$ cat src/rtl/iob_arbiter_2to1.sv
// iob_arbiter_2to1: shares one IOb slave between two IOb masters.
// Each master gets a one-entry request buffer. Grants are round-robin and only one
// slave transaction is in flight at a time. Ready/rdata are routed back to the owner.
// Optional slave response timeout is enabled by defining IOB_ARB_TIMEOUT_EN.
module iob_arbiter_2to1 #(
  parameter int unsigned ADDR_W  = 32,
  parameter int unsigned DATA_W  = 32,
  parameter int unsigned TIMEOUT = 255
) (
  input  logic                clk_i,
  input  logic                arst_i,
  input  logic                m0_valid_i,
  input  logic [ADDR_W-1:0]   m0_address_i,
  input  logic [DATA_W-1:0]   m0_wdata_i,
  input  logic [DATA_W/8-1:0] m0_wstrb_i,
  output logic [DATA_W-1:0]   m0_rdata_o,
  output logic                m0_ready_o,
  input  logic                m1_valid_i,
  input  logic [ADDR_W-1:0]   m1_address_i,
  input  logic [DATA_W-1:0]   m1_wdata_i,
  input  logic [DATA_W/8-1:0] m1_wstrb_i,
  output logic [DATA_W-1:0]   m1_rdata_o,
  output logic                m1_ready_o,
  output logic                s_valid_o,
  output logic [ADDR_W-1:0]   s_address_o,
  output logic [DATA_W-1:0]   s_wdata_o,
  output logic [DATA_W/8-1:0] s_wstrb_o,
  input  logic [DATA_W-1:0]   s_rdata_i,
  input  logic                s_ready_i,
  output logic                busy_o,
  output logic                timeout_o
);

  localparam int unsigned STRB_W = DATA_W / 8;
  localparam logic [0:0] ST_IDLE = 1'b0;
  localparam logic [0:0] ST_BUSY = 1'b1;

  logic [0:0]        state_q, state_d;
  logic              owner_q, owner_d;
  logic              last_grant_q, last_grant_d;
  logic              pend0_q, pend0_d, pend1_q, pend1_d;
  logic [ADDR_W-1:0] addr0_q, addr1_q;
  logic [DATA_W-1:0] wdata0_q, wdata1_q;
  logic [STRB_W-1:0] wstrb0_q, wstrb1_q;
  logic              s_valid_q, s_valid_d;
  logic [ADDR_W-1:0] s_address_q, s_address_d;
  logic [DATA_W-1:0] s_wdata_q, s_wdata_d;
  logic [STRB_W-1:0] s_wstrb_q, s_wstrb_d;

  logic req0_s, req1_s, grant_s;
  logic ready_hit_s, to_hit_s, done_s;
  logic clr0_s, clr1_s, set0_s, set1_s;

  // A fresh request is visible to the IDLE grant in the same cycle as its valid pulse.
  assign req0_s = pend0_q | m0_valid_i;
  assign req1_s = pend1_q | m1_valid_i;

  assign ready_hit_s = (state_q == ST_BUSY) && s_ready_i;
  assign done_s      = ready_hit_s || to_hit_s;

  // Completion clears the owner's buffer; a new valid in that same cycle refills it.
  assign clr0_s = done_s && (owner_q == 1'b0);
  assign clr1_s = done_s && (owner_q == 1'b1);
  assign set0_s = m0_valid_i && (!pend0_q || clr0_s);
  assign set1_s = m1_valid_i && (!pend1_q || clr1_s);

  assign m0_ready_o = clr0_s;
  assign m1_ready_o = clr1_s;
  assign m0_rdata_o = (ready_hit_s && (owner_q == 1'b0)) ? s_rdata_i : {DATA_W{1'b0}};
  assign m1_rdata_o = (ready_hit_s && (owner_q == 1'b1)) ? s_rdata_i : {DATA_W{1'b0}};

  assign s_valid_o   = s_valid_q;
  assign s_address_o = s_address_q;
  assign s_wdata_o   = s_wdata_q;
  assign s_wstrb_o   = s_wstrb_q;
  assign busy_o      = (state_q == ST_BUSY);
  assign timeout_o   = to_hit_s;

  // Round-robin pick: on a tie the master that was not served last wins.
  always_comb begin
    grant_s = 1'b0;
    if (req0_s && req1_s) begin
      grant_s = ~last_grant_q;
    end else if (req1_s) begin
      grant_s = 1'b1;
    end else begin
      grant_s = 1'b0;
    end
  end

  // Pending flags: set has priority over the completion clear.
  always_comb begin
    pend0_d = pend0_q;
    pend1_d = pend1_q;
    if (set0_s) begin
      pend0_d = 1'b1;
    end else if (clr0_s) begin
      pend0_d = 1'b0;
    end else begin
      pend0_d = pend0_q;
    end
    if (set1_s) begin
      pend1_d = 1'b1;
    end else if (clr1_s) begin
      pend1_d = 1'b0;
    end else begin
      pend1_d = pend1_q;
    end
  end

  // Arbitration FSM and slave-side request launch.
  always_comb begin
    state_d      = state_q;
    owner_d      = owner_q;
    last_grant_d = last_grant_q;
    s_valid_d    = 1'b0;
    s_address_d  = s_address_q;
    s_wdata_d    = s_wdata_q;
    s_wstrb_d    = s_wstrb_q;
    case (state_q)
      ST_IDLE: begin
        if (req0_s || req1_s) begin
          s_valid_d = 1'b1;
          owner_d   = grant_s;
          state_d   = ST_BUSY;
          if (grant_s == 1'b0) begin
            s_address_d = pend0_q ? addr0_q  : m0_address_i;
            s_wdata_d   = pend0_q ? wdata0_q : m0_wdata_i;
            s_wstrb_d   = pend0_q ? wstrb0_q : m0_wstrb_i;
          end else begin
            s_address_d = pend1_q ? addr1_q  : m1_address_i;
            s_wdata_d   = pend1_q ? wdata1_q : m1_wdata_i;
            s_wstrb_d   = pend1_q ? wstrb1_q : m1_wstrb_i;
          end
        end else begin
          state_d = ST_IDLE;
        end
      end
      ST_BUSY: begin
        if (done_s) begin
          last_grant_d = owner_q;
          state_d      = ST_IDLE;
        end else begin
          state_d = ST_BUSY;
        end
      end
      default: begin
        state_d = ST_IDLE;
      end
    endcase
  end

  // Control and slave-output registers.
  always_ff @(posedge clk_i) begin
    if (arst_i) begin
      state_q      <= ST_IDLE;
      owner_q      <= 1'b0;
      last_grant_q <= 1'b1;
      pend0_q      <= 1'b0;
      pend1_q      <= 1'b0;
      s_valid_q    <= 1'b0;
      s_address_q  <= {ADDR_W{1'b0}};
      s_wdata_q    <= {DATA_W{1'b0}};
      s_wstrb_q    <= {STRB_W{1'b0}};
    end else begin
      state_q      <= state_d;
      owner_q      <= owner_d;
      last_grant_q <= last_grant_d;
      pend0_q      <= pend0_d;
      pend1_q      <= pend1_d;
      s_valid_q    <= s_valid_d;
      s_address_q  <= s_address_d;
      s_wdata_q    <= s_wdata_d;
      s_wstrb_q    <= s_wstrb_d;
    end
  end

  // Per-master request buffers, captured only when the request is accepted.
  always_ff @(posedge clk_i) begin
    if (arst_i) begin
      addr0_q  <= {ADDR_W{1'b0}};
      wdata0_q <= {DATA_W{1'b0}};
      wstrb0_q <= {STRB_W{1'b0}};
      addr1_q  <= {ADDR_W{1'b0}};
      wdata1_q <= {DATA_W{1'b0}};
      wstrb1_q <= {STRB_W{1'b0}};
    end else begin
      if (set0_s) begin
        addr0_q  <= m0_address_i;
        wdata0_q <= m0_wdata_i;
        wstrb0_q <= m0_wstrb_i;
      end
      if (set1_s) begin
        addr1_q  <= m1_address_i;
        wdata1_q <= m1_wdata_i;
        wstrb1_q <= m1_wstrb_i;
      end
    end
  end

`ifdef IOB_ARB_TIMEOUT_EN
  localparam int unsigned CNT_W = (TIMEOUT > 0) ? $clog2(TIMEOUT + 1) : 1;
  logic [CNT_W-1:0] cnt_q, cnt_d;

  // A slave ready on the limit cycle counts as a normal completion.
  assign to_hit_s = (state_q == ST_BUSY) && !s_ready_i && (cnt_q == CNT_W'(TIMEOUT));

  // Response counter: zeroed at grant, advances every BUSY cycle.
  always_comb begin
    cnt_d = cnt_q;
    if ((state_q == ST_IDLE) && (req0_s || req1_s)) begin
      cnt_d = {CNT_W{1'b0}};
    end else if ((state_q == ST_BUSY) && !done_s) begin
      cnt_d = cnt_q + CNT_W'(1);
    end else begin
      cnt_d = cnt_q;
    end
  end

  // Response counter register.
  always_ff @(posedge clk_i) begin
    if (arst_i) begin
      cnt_q <= {CNT_W{1'b0}};
    end else begin
      cnt_q <= cnt_d;
    end
  end
`else
  assign to_hit_s = 1'b0;
  // TIMEOUT only matters when the counter is built; referenced here so it is not dangling.
  if (TIMEOUT == 0) begin : g_timeout_unused
  end
`endif

endmodule
$ cat config.mk
export PLATFORM = sky130hd
export DESIGN_NAME = iob_arbiter_2to1
export DESIGN_NICKNAME = d
export VERILOG_FILES = /design/src/rtl/iob_arbiter_2to1.sv
export SDC_FILE = /design/constraint.sdc
export NUM_CORES = 1
export LEC_CHECK = 0
export ABC_AREA = 1
export CAP_MARGIN = 20
export CORE_ASPECT_RATIO = 2
export CORE_UTILIZATION = 49
export DETAILED_ROUTE_END_ITERATION = 6
export PLACE_DENSITY = 0.87
export SYNTH_ARGS = -nofsm -noshare
export SYNTH_HDL_FRONTEND = slang
export SYNTH_SLANG_ARGS = --single-unit
$ cat constraint.sdc
create_clock -name clk_i -period 1.7 [get_ports clk_i]
set_input_delay 0.17 -clock clk_i [delete_from_list [all_inputs] [get_ports clk_i]]
set_output_delay 0.17 -clock clk_i [all_outputs]
set_load 0.01 [all_outputs]
==> flow_metrics.tcl, run 1 <==
set metrics [dict create \
    dr.first_iter.drc_count 955 \
    slew_headroom 0.594 \
    maxSlewViolCount 0 \
    hold_viol 0 \
    fin_setup_tns_ns 0 \
    die_x_um 110 \
    reg2reg_from "busy_o" \
    core_area_um2 22800 \
    reg2reg_to "wdata1_q[8]" \
    wl_per_cell_um 16.3 \
    hp-class "input port to flop" \
    max_freq_mhz 590 \
    antenna_found_initial 1 \
    yosys.area.top_type "dfxtp_1" \
    grt.total_usage 0.329 \
    hpwl_um 25600 \
    path_max_fanout 6 \
    place_inst 2399 \
    drive_gt1_frac 0.0873 \
    worstRegToRegCells 10 \
    tritoncts "yes" \
    die-area_um2 24100 \
    num_rows 78 \
    area_growth_pct 34.5 \
    p_leak_nw 7.76 \
    h-tree-depth 1 \
    ys.warnings.count 0 \
    syn_inst 1915 \
    final_nets 2324 \
    antenna_left 0 \
    reg2reg_slack_ns 0.07 \
    routed_wl_um 39900 \
    via_per_inst 5.44 \
    clock-sinks 210 \
    clk_latency_ns 0.52 \
    crit_required_ns 1.53 \
    final.min_clock_period_ns 1.70 \
    syn_nets 2088 \
    rsz0062_at_grt "true" \
    drc_errors 0 \
    cts.path.max_buffers 3 \
    stdcell_count 2445 \
    synth-seq-cells 210 \
    criticalPathCategory "flop to output port" \
    setup_viol 0 \
    peakVddDrop_mv 0.983 \
    outcome "finished, final reports clean" \
    io_pins 310 \
    cp-start-kind "flop" \
    hold_depth 3 \
    grt_pass1_vias 12800 \
    worst_pin_slew_ns 0.608 \
    drv_cap 0 \
    globalplace.congestion 0.832 \
    start_util 0.503 \
    synth_seq_area_share 0.366 \
    clk_pin_slew_ns 0.07 \
    synth_cell_types 19 \
    root_buffer "clkbuf_16" \
    hold_end "pend0_q" \
    synthTopCellsByArea "dfxtp_1 37%, nand2_1 18%, nand3_1 8.9%, nor2_1 8.9%, inv_1 8.0%" \
    num_vias 13300 \
    mostFrequentLayoutCell "nand2_1" \
    cts_buffers 20 \
    syn-mean-instance-area_um2 6.00 \
    synth_top_area_share 0.366 \
    p_per_area_nw_per_um2 886 \
    hold_start "m0_valid_i" \
    crit_path_end_kind "output port" \
    grt_max_degree 138 \
    grt_pass1_wl_um 61600 \
    drtPass1Iterations 6 \
    power_mw 13.7 \
    cp_data_arrival_time_ns 1.53 \
    grt_overflow 0 \
    port_buffers 308 \
    syn_area_um2 11500 \
    holdBufCountCts 0 \
    layout_common_cells "546 x nand2_1, 253 x nor2_1, 242 x inv_1, 238 x clkdlybuf4s50_1" \
    fin_crit_sh 0.997 \
    clock-skew-final_ns 0.0129 \
    chipHeight_um 219 \
]
[cell type report]
type,count,area [um2]
antenna,1,2.50
clock buffer,31,603
clock inverter,4,22.5
fill,1934,7390
inverter,248,938
multi-input combinational,1310,5830
sequential,210,4220
tap,280,350
timing repair buffer,361,3480
[worst max-delay path: stages (launching register included)]
cell,delay (ns)
dfxtp_2,0.36
nand2_4,0.07
inv_6,0.09
nand2_8,0.09
clkbuf_16,0.17
nor2_1,0.10
buf_2,0.14
[power by group]
part	leakage (nW)	switching, mW	internal, mW
registers	1.74	0.266	5.39
clock network	0.307	2.00	2.44
logic	5.71	2.01	1.58
[flip-flops by register name, indices dropped and copies added, names as in the netlist]
signal,count
addr0_q,32
wstrb0_q,4
last_grant_q,1
busy_o,1
wstrb1_q,4
s_valid_o,1
s_wdata_o,32
wdata1_q,32
wdata0_q,32
pend0_q,1
addr1_q,32
s_wstrb_o,4
pend1_q,1
s_address_o,32
owner_q,1
[cell usage after synthesis]
library cell,n
a21oi_1,139
inv_1,244
conb_1,1
a21oi_2,1
buf_6,1
clkbuf_1,76
nor2_1,272
buf_4,6
buf_2,39
o21ai_0,69
o21ai_4,1
nand3_1,205
inv_2,4
dfxtp_1,210
buf_1,25
o211ai_1,1
nand2_2,3
nand2_1,550
nand3b_1,68
[how the worst max path moves through the flow]
stage                    from              to  depth (start not counted)  slack [ns]
floorplan              busy_o     addr0_q[12]                          9        0.25
global placement    s_ready_i  m1_rdata_o[20]                          7       -0.17
detailed placement  s_ready_i   m0_rdata_o[2]                          7       -0.20
CTS                    busy_o  m1_rdata_o[25]                          6       -0.04
global route           busy_o  m0_rdata_o[11]                          6       -0.03
finish                 busy_o  m0_rdata_o[12]                          6       0.005
[repair_timing]
action                     4_1_cts  5_1_grt
cloned                           3        2
setup endpoints to repair       67       66
hold endpoints to repair         0        0
gates resized for setup        274       35
buffers inserted                 2        4
pin swaps                        1        1
[routing by layer]
layer / vias to the layer above / global-route usage / wire length [um]
met4: 0 / 0.286 / 3110
met3: 176 / 0.0528 / 3720
li1: 6346 / - / -
met1: 5983 / 0.335 / 13200
met5: - / 0 / 0
met2: 802 / 0.563 / 19900
[metrics by stage]
stage                      util  cell area, um2  setup slack [ns]  hold slack (ns)
after floorplan               -           11500             0.250            0.388
after global routing      0.676           15400           -0.0263            0.115
after global placement    0.653           14900            -0.170            0.448
final                     0.676           15400           0.00494            0.101
after CTS                 0.671           15300           -0.0430           0.0827
after detailed placement  0.653           14900            -0.197            0.459
[kinds of logic (layout without fill, tap and decap cells)]
| group | Yosys count | after routing | share of synthesized area |
|---|---|---|---|
| other cells | 1 | 2 | 0.000327 |
| compound gates | 211 | 211 | 0.0935 |
| simple gates | 1098 | 1098 | 0.404 |
| flops | 210 | 210 | 0.366 |
| buf+inv | 395 | 644 | 0.136 |
No activity file was read; power rests on OpenSTA's default activity.
==> run 2, diff against run 1 <==
--- a/config.mk
+++ b/config.mk
@@ -7,8 +7,11 @@
 export LEC_CHECK = 0
 export ABC_AREA = 1
 export CAP_MARGIN = 20
+export CELL_PAD_IN_SITES_DETAIL_PLACEMENT = 1
+export CELL_PAD_IN_SITES_GLOBAL_PLACEMENT = 1
 export CORE_ASPECT_RATIO = 2
-export CORE_UTILIZATION = 49
+export CORE_MARGIN = 5
+export CORE_UTILIZATION = 33
 export DETAILED_ROUTE_END_ITERATION = 6
 export PLACE_DENSITY = 0.87
 export SYNTH_ARGS = -nofsm -noshare
==> flow_metrics.tcl, run 2 (synthesized netlist as in run 1, its figures left out) <==
set metrics [dict create \
    setup_viol 52 \
    multi_input_area_um2 6060 \
    stdcell_count 2633 \
    cp-start-kind "flop" \
    cp_data_arrival_time_ns 1.61 \
    grt.total_usage 0.241 \
    fin_crit_sh 1.05 \
    io_pins 310 \
    routed_wl_um 53600 \
    peakVddDrop_mv 0.772 \
    area_growth_pct 44.4 \
    dp_slack_ns -0.242 \
    slew_headroom 0.556 \
    hold_viol 0 \
    worst_pin_slew_ns 0.666 \
    chipHeight_um 274 \
    num_rows 96 \
    path_max_fanout 8 \
    final_nets 2345 \
    criticalPathCategory "flop to output port" \
    drive_gt1_frac 0.114 \
    comb_power_share 0.275 \
    grtUsageMet2 0.468 \
    port_buffers 308 \
    nFillCells 4441 \
    clk_latency_ns 0.52 \
    die_x_um 142 \
    maxSlewViolCount 0 \
    p_int_mw 10.0 \
    rsz0062_at_grt "true" \
    outcome "complete, but fails checks" \
    tritoncts "yes" \
    start_util 0.334 \
    grt_pass1_wl_um 74800 \
    drtPass1Iterations 5 \
    hp-class "input port to flop" \
    num_vias 13700 \
    crit_path_end_kind "output port" \
    stdcell_area_um2 16600 \
    mostFrequentLayoutCell "nand2_1" \
    via_per_inst 5.22 \
    p_leak_nw 8.13 \
    clock-sinks 210 \
    power_mw 14.8 \
    drc_errors 0 \
    clock-skew-final_ns 0.00991 \
    crit_required_ns 1.53 \
    clk_pin_slew_ns 0.07 \
    globalplace.congestion 0.833 \
    antenna_left 0 \
    grt_max_degree 138 \
    setup_slack_ns -0.0809 \
    drv_cap 0 \
    hpwl_um 33200 \
    p_per_area_nw_per_um2 890 \
    cts_buffers 22 \
    p_switching_mw 4.71 \
    dr.first_iter.drc_count 886 \
    grt_overflow 0 \
    regArea_um2 4210 \
    layout_common_cells "546 x nand2_1, 241 x inv_1, 233 x clkdlybuf4s50_1, 226 x nor2_1, 206 x dfxtp_1" \
    final.min_clock_period_ns 1.78 \
    grt_busiest_layer "met2" \
    antenna_found_initial 4 \
    power_frac_clock 0.341 \
    core_area_um2 34400 \
    wl_per_cell_um 20.4 \
    holdBufCountCts 0 \
    max_freq_mhz 562 \
    grtUsageMet3 0.0257 \
    violations "setup timing" \
    grt_pass1_vias 14100 \
    h-tree-depth 1 \
    cts.path.max_buffers 3 \
    root_buffer "clkbuf_16" \
    placed_cell_area_um2 15200 \
    die-area_um2 38900 \
    place_inst 2561 \
    use_met1 0.240 \
    p_sw_frac 0.319 \
    p_seq_frac 0.384 \
]
run 2: routing by layer:
metal	vias to the layer above	wire length (um)
met4	0	2890
met1	6720	18900
met2	480	29200
met3	127	2650
li1	6409	-
met5	-	0
run 2: path summary, 6_finish.rpt:
| kind | start | to | slack [ns] | cells after the start |
|---|---|---|---|---|
| min reg2reg | wdata0_q[10] | wdata0_q[10] | 0.47 | 2 |
| max | busy_o | m1_rdata_o[8] | -0.08 | 6 |
| min | arst_i | addr1_q[1] | 0.14 | 4 |
| max reg2reg | busy_o | addr1_q[4] | -0.04 | 10 |
run 2: timing repair:
action                                 CTS  global route
setup endpoints to repair               70           157
resized for setup                      278           112
gates cloned                             2            18
endpoints found under the hold margin    0             0
setup buffers                            2             6
pin swaps                                0             7
run 2: cell type report:
cell class              instances  area share
multi-input cells            1311       0.365
flip-flops and latches        210       0.254
repair buffers                379       0.246
inverters                     248      0.0567
clock buffers                  34      0.0409
well taps                     441      0.0333
clock inverters                 6     0.00332
diodes                          4    0.000604
run 2: worst max-delay path, stage by stage, from the launching register on:
cell and delay (ns):
dfxtp_2 0.37, nand2_4 0.08, inv_8 0.08, nand2_8 0.10, clkbuf_16 0.19, nor2_2 0.10
buf_2 0.15
run 2: through the flow:
step	hold slack (ns)	utilization	TNS [ns]
floorplan	0.388	-	0
global placement	0.449	0.441	-25.04
detailed placement	0.458	0.441	-34.55
CTS	0.108	0.458	-0.794
global route	0.149	0.483	-5.43
finish	0.145	0.483	-1.16
run 2: power by group through the flow:
stage	logic (mW)	clock network [mW]	registers [mW]
6_report	4.05	5.03	5.67
4_1_cts	3.71	5.15	5.66
5_1_grt	4.38	5.33	5.71
3_5_place_dp	3.70	0	5.76
3_3_place_gp	3.57	0	5.73
2_1_floorplan	1.88	0	5.77
